<file path="src/rtl/uart_rx.sv">
// 8N1 UART receiver: 2-flop synchroniser, falling-edge start detect, centre sampling.
// Define UART_RX_PARITY_EN to add a parity bit (even, or odd with PARITY_ODD=1) before the stop bit.
module uart_rx #(
  parameter int CLK_FREQ   = 50_000_000,
  parameter int BAUD_RATE  = 9_600,
  parameter bit PARITY_ODD = 1'b0
) (
  input  logic       sysclk,
  input  logic       nrst,
  input  logic       rs232_rx,
  output logic [7:0] dataout,
  output logic       rx_done,
  output logic       frame_err,
  output logic       parity_err
);

  localparam int BAUD_CNT = CLK_FREQ / BAUD_RATE;
  localparam int CNT_W    = $clog2(BAUD_CNT);
  localparam logic [CNT_W-1:0] CNT_MAX = CNT_W'(BAUD_CNT - 1);
  localparam logic [CNT_W-1:0] CNT_MID = CNT_W'(BAUD_CNT / 2 - 1);

  typedef enum logic [2:0] {
    IDLE   = 3'd0,
    START  = 3'd1,
    DATA   = 3'd2,
`ifdef UART_RX_PARITY_EN
    PARITY = 3'd3,
`endif
    STOP   = 3'd4
  } state_t;

  state_t           state;
  state_t           next_state;
  logic             sync1;
  logic             sync2;
  logic             sync3;
  logic             rx_s;
  logic             rx_fall;
  logic [CNT_W-1:0] clk_cnt;
  logic [2:0]       bit_idx;
  logic [7:0]       shift_reg;
  logic             sample_tick;
  logic             stop_sample;
  logic             par_bad;
  logic             done_set;
  logic             ferr_set;
  logic             perr_set;

  assign rx_s    = sync2;
  assign rx_fall = sync3 & ~sync2;

  always_ff @(posedge sysclk or negedge nrst) begin
    if (!nrst) begin
      state <= IDLE;
    end else begin
      state <= next_state;
    end
  end

  // START waits half a bit to the start-bit centre; from there every later
  // state waits one full bit, which lands each sample on its bit centre.
  always_comb begin
    sample_tick = 1'b0;
    if (state == START) begin
      sample_tick = (clk_cnt == CNT_MID);
    end else if (state != IDLE) begin
      sample_tick = (clk_cnt == CNT_MAX);
    end
  end

  always_comb begin
    next_state = state;
    case (state)
      IDLE:  if (rx_fall) next_state = START;
      START: if (sample_tick) next_state = rx_s ? IDLE : DATA;
      DATA: begin
        if (sample_tick && bit_idx == 3'd7) begin
`ifdef UART_RX_PARITY_EN
          next_state = PARITY;
`else
          next_state = STOP;
`endif
        end
      end
`ifdef UART_RX_PARITY_EN
      PARITY: if (sample_tick) next_state = STOP;
`endif
      STOP:  if (sample_tick) next_state = IDLE;
      default: next_state = IDLE;
    endcase
  end

`ifdef UART_RX_PARITY_EN
  logic parity_bit;

  always_ff @(posedge sysclk or negedge nrst) begin
    if (!nrst) begin
      parity_bit <= 1'b0;
    end else if (state == PARITY && sample_tick) begin
      parity_bit <= rx_s;
    end
  end

  assign par_bad = parity_bit != ((^shift_reg) ^ PARITY_ODD);
`else
  assign par_bad = 1'b0;
`endif

  // A low stop bit wins over a parity mismatch, so the three pulses never overlap.
  always_comb begin
    stop_sample = (state == STOP) && sample_tick;
    done_set    = stop_sample && rx_s && !par_bad;
    ferr_set    = stop_sample && !rx_s;
    perr_set    = stop_sample && rx_s && par_bad;
  end

  always_ff @(posedge sysclk or negedge nrst) begin
    if (!nrst) begin
      sync1 <= 1'b1;
      sync2 <= 1'b1;
      sync3 <= 1'b1;
    end else begin
      sync1 <= rs232_rx;
      sync2 <= sync1;
      sync3 <= sync2;
    end
  end

  always_ff @(posedge sysclk or negedge nrst) begin
    if (!nrst) begin
      clk_cnt <= '0;
    end else if (state != next_state || clk_cnt == CNT_MAX) begin
      clk_cnt <= '0;
    end else if (state != IDLE) begin
      clk_cnt <= clk_cnt + 1'b1;
    end
  end

  always_ff @(posedge sysclk or negedge nrst) begin
    if (!nrst) begin
      bit_idx   <= 3'd0;
      shift_reg <= 8'h00;
    end else if (state != DATA) begin
      bit_idx <= 3'd0;
    end else if (sample_tick) begin
      bit_idx   <= bit_idx + 3'd1;
      shift_reg <= {rx_s, shift_reg[7:1]};
    end
  end

  always_ff @(posedge sysclk or negedge nrst) begin
    if (!nrst) begin
      dataout   <= 8'h00;
      rx_done   <= 1'b0;
      frame_err <= 1'b0;
    end else begin
      rx_done   <= done_set;
      frame_err <= ferr_set;
      if (done_set) begin
        dataout <= shift_reg;
      end
    end
  end

`ifdef UART_RX_PARITY_EN
  always_ff @(posedge sysclk or negedge nrst) begin
    if (!nrst) begin
      parity_err <= 1'b0;
    end else begin
      parity_err <= perr_set;
    end
  end
`else
  assign parity_err = 1'b0;
`endif

endmodule
</file>
<file path="config.mk">
export PLATFORM = sky130hd
export DESIGN_NAME = uart_rx
export DESIGN_NICKNAME = d
export VERILOG_FILES = /design/src/rtl/uart_rx.sv
export SDC_FILE = /design/constraint.sdc
export NUM_CORES = 1
export LEC_CHECK = 0
export BUFFER_PORTS_ARGS = -buffer_cell sky130_fd_sc_hd__buf_4
export CORE_ASPECT_RATIO = 1.4
export CORE_MARGIN = 5
export CORE_UTILIZATION = 59
export CTS_BUF_LIST = sky130_fd_sc_hd__clkbuf_8 sky130_fd_sc_hd__clkbuf_16
export DETAILED_ROUTE_END_ITERATION = 8
export PLACE_DENSITY = 0.78
export SYNTH_ARGS = -nofsm -noshare
export SYNTH_HDL_FRONTEND = slang
export SYNTH_SLANG_ARGS = --single-unit
</file>
<file path="constraint.sdc">
create_clock -name sysclk -period 3.1 [get_ports sysclk]
set_clock_uncertainty 0.1 [all_clocks]
set_input_delay 0.155 -clock sysclk [delete_from_list [all_inputs] [get_ports sysclk]]
set_output_delay 0.155 -clock sysclk [all_outputs]
set_load 0.05 [all_outputs]
</file>
==> qor.txt <==
status = complete, no violations
die area = 4502 um^2
Inserted Clock Buffers = 5
FF+latch area = 1005 um^2
placed cell count = 212
Mapped Area = 1916 um^2
Total GRT Usage = 18.30%
average wire per standard cell = 16.03 um
CP Capture Type = flip-flop
Placed Area = 2011 um^2
max FFs per register = 13
synthesized instance count = 170
post-route ant nets = 0
Crit Path Category = flip-flop to flip-flop
vias in the first global route = 1335
Avg Cell Area, Syn = 11.27 um^2
Die W = 58.16 um
number of synthesized flops with an enable pin = 0
cell at the slowest stage of the critical path = or4b_1
Multi-input gate area = 840.8 um^2
floorplan row count = 24
Synth Area in Compound Gates = 4.507%
Synth cell types = 39
Main synth FF type = dfrtp_1
via count = 1320
crit path cell chain = ha_1 -> or3b_1 -> or4b_1 -> nor3_4 -> mux2_2
most frequent cells in the layout = dfrtp_1 (37), mux2_2 (16), nor3_1 (16)
dominant delay contributor by cell family on the critical path = simple AND/OR/NAND/NOR gates
Area contributors post-synth = dfrtp_1 (48%), mux2_2 (9.4%), xnor2_1 (4.6%)
Clock Sinks = 40
fmax = 359.8 MHz
RSZ-0062 raised after global routing = no
fin. max-slew vios = 0
Clock Pin Slew Worst Setup and Hold Paths = 0.08 ns
Tightest Pin Transition = 0.7497 ns
xor and xnor area share after synthesis = 5.487%
Tcrit/Tclk final = 89.67%
DRC violations left = 0
grt total ovfl = 0
GPL Wtd Cong = 0.8126
number of diodes = 0
H-Tree Depth = 2
Starting Density = 61.34%
crit path max fanout = 8
HPWL after DPL = 2494 um
First-pass DRT Iterations = 4
layout cells sized above 1 = 24.04%
final setup vio count = 0
Routed WL = 3558 um
Hold WC Path Type = primary input to asynchronous set/reset pin
worst path bufs/invs = 0
Worst EP required = 3.17 ns
Fillers = 242
Power, Total = 1.134 mW
#FFs+latches synth = 40
Layout Utilization = 67.91%
CP startpoint kind = flip-flop
root buf cell = clkbuf_8
Iter 0 DRT Violations = 34
fraction of the mapped netlist area in simple logic gates = 21.82%
CP max stage delay = 0.67 ns
Ys Warns = 0
Port Buffers = 12
P per Cell Area = 534.7 nW/um^2
sequential cell area fraction in the yosys report = 52.45%
post-synthesis mux area share = 9.928%
cell taking the most area after synthesis = dfrtp_1
first-pass GRT wire length = 6382 um
maximum VDD drop = 0.3989 mV
Vias/cell = 5.946
CTS tree = yes
clk_lat worst skew = 0.29 ns
Syn Nets = 176
Area Overhead vs Synth = 10.71%
Finished Layout Cells = 222
slew margin rel. = 49.60%
asr flop ratio synth = 100.0%
Adder-Cell Fraction of Synth Area = 1.960%
CP arrival = 2.85 ns
Core Area = 3123 um^2
I/O Pins = 14
commonest non-fill, non-tap cell in the layout = dfrtp_1
final hold violation count = 0
antenna violations before repair = 0
Lkg Pwr = 0.9465 nW
Max-Cap Viols = 0
fin nets = 188
Bufs on Longest Clock Path = 2
Yosys top cell area share = 48.33%
Sum Neg Setup Slack = 0 ns
largest family of logic cells by synthesized area = simple AND/OR/NAND/NOR gates
fin crit period = 2.780 ns
largest net degree at the start of global routing = 41
Post CTS Setup Buffer Count = 0
Chip Height = 77.42 um
final instance area = 2121 um^2
==> stage by stage <==
step | worst slack, ns | hold slack, ns
after floorplan | 0.6313 | -0.2406
after global placement | 0.4276 | 0.04598
after detailed placement | 0.3330 | 0.05237
after CTS | 0.3192 | 0.2589
after global routing | 0.2043 | 0.2650
final | 0.3203 | 0.2560
==> layer usage <==
metal | global-route usage (%) | share of wire, % | vias up
met1 | 21.48 | 41 | 638
met3 | 4.485 | 3.7 | 9
met2 | 32.13 | 53 | 35
li1 | - | - | 638
met5 | 0 | 0 | -
met4 | 6.032 | 2.1 | 0
==> what timing repair did <==
action,4_1_cts,5_1_grt
hold endpoints to repair,38,0
hold buffers,2,0
resized for setup,0,0
==> logic make-up (layout without fill, tap and decap cells) <==
group,count (synthesis),after routing
AO/OA/AOI/OAI,15,15
other,1,1
AND/OR/NAND/NOR,69,69
XOR/XNOR,12,12
flip-flops,40,40
multiplexers,17,17
adder cells (fa/ha/maj),3,3
buffers and inverters,13,26
==> path summary, 6_finish.rpt <==
| check | startpoint | end | slack [ns] | cells past startpoint |
|---|---|---|---|---|
| worst max-delay path | clk_cnt[0] | shift_reg[4] | 0.32 | 5 |
| worst min-delay path | nrst | clk_cnt[12] | 0.26 | 2 |
| worst max register to register | clk_cnt[0] | shift_reg[4] | 0.32 | 5 |
| worst min register to register | sync1 | rx_s | 0.26 | 0 |
| max in group asynchronous | nrst | sync1 | 2.26 | 2 |
| min in group sysclk | sync1 | rx_s | 0.26 | 0 |
==> synthesized netlist by cell type, types with 2 or more instances <==
cell type,number
nor2_1,8
or4_1,2
clkbuf_1,7
ha_1,3
nand2b_1,4
nor4_1,6
dfstp_2,3
nor4b_1,2
nor3_4,2
xnor2_1,10
nand4_1,5
nand2_1,6
nor3_1,16
xor2_1,2
or2_2,2
o21ai_0,5
buf_2,2
dfrtp_1,37
mux2_2,16
a21oi_1,6
nor3b_1,2
nand3_1,6
buf_6,2
==> where the power goes <==
group / total [mW] / internal (mW) / leakage [nW] / switching, mW
clock: 0.342 / 0.175 / 0.0538 / 0.168
sequential: 0.621 / 0.561 / 0.537 / 0.0606
combinational: 0.170 / 0.0719 / 0.356 / 0.0983
==> final cells by class <==
cell class,instances,area share [%]
clock buffer,6,3.894
clock inverter,2,0.3540
inverter,1,0.1770
multi-input combinational,117,39.65
sequential,40,47.37
tap,39,2.301
timing repair buffer,17,6.254
(Power assumes the default switching activity.)
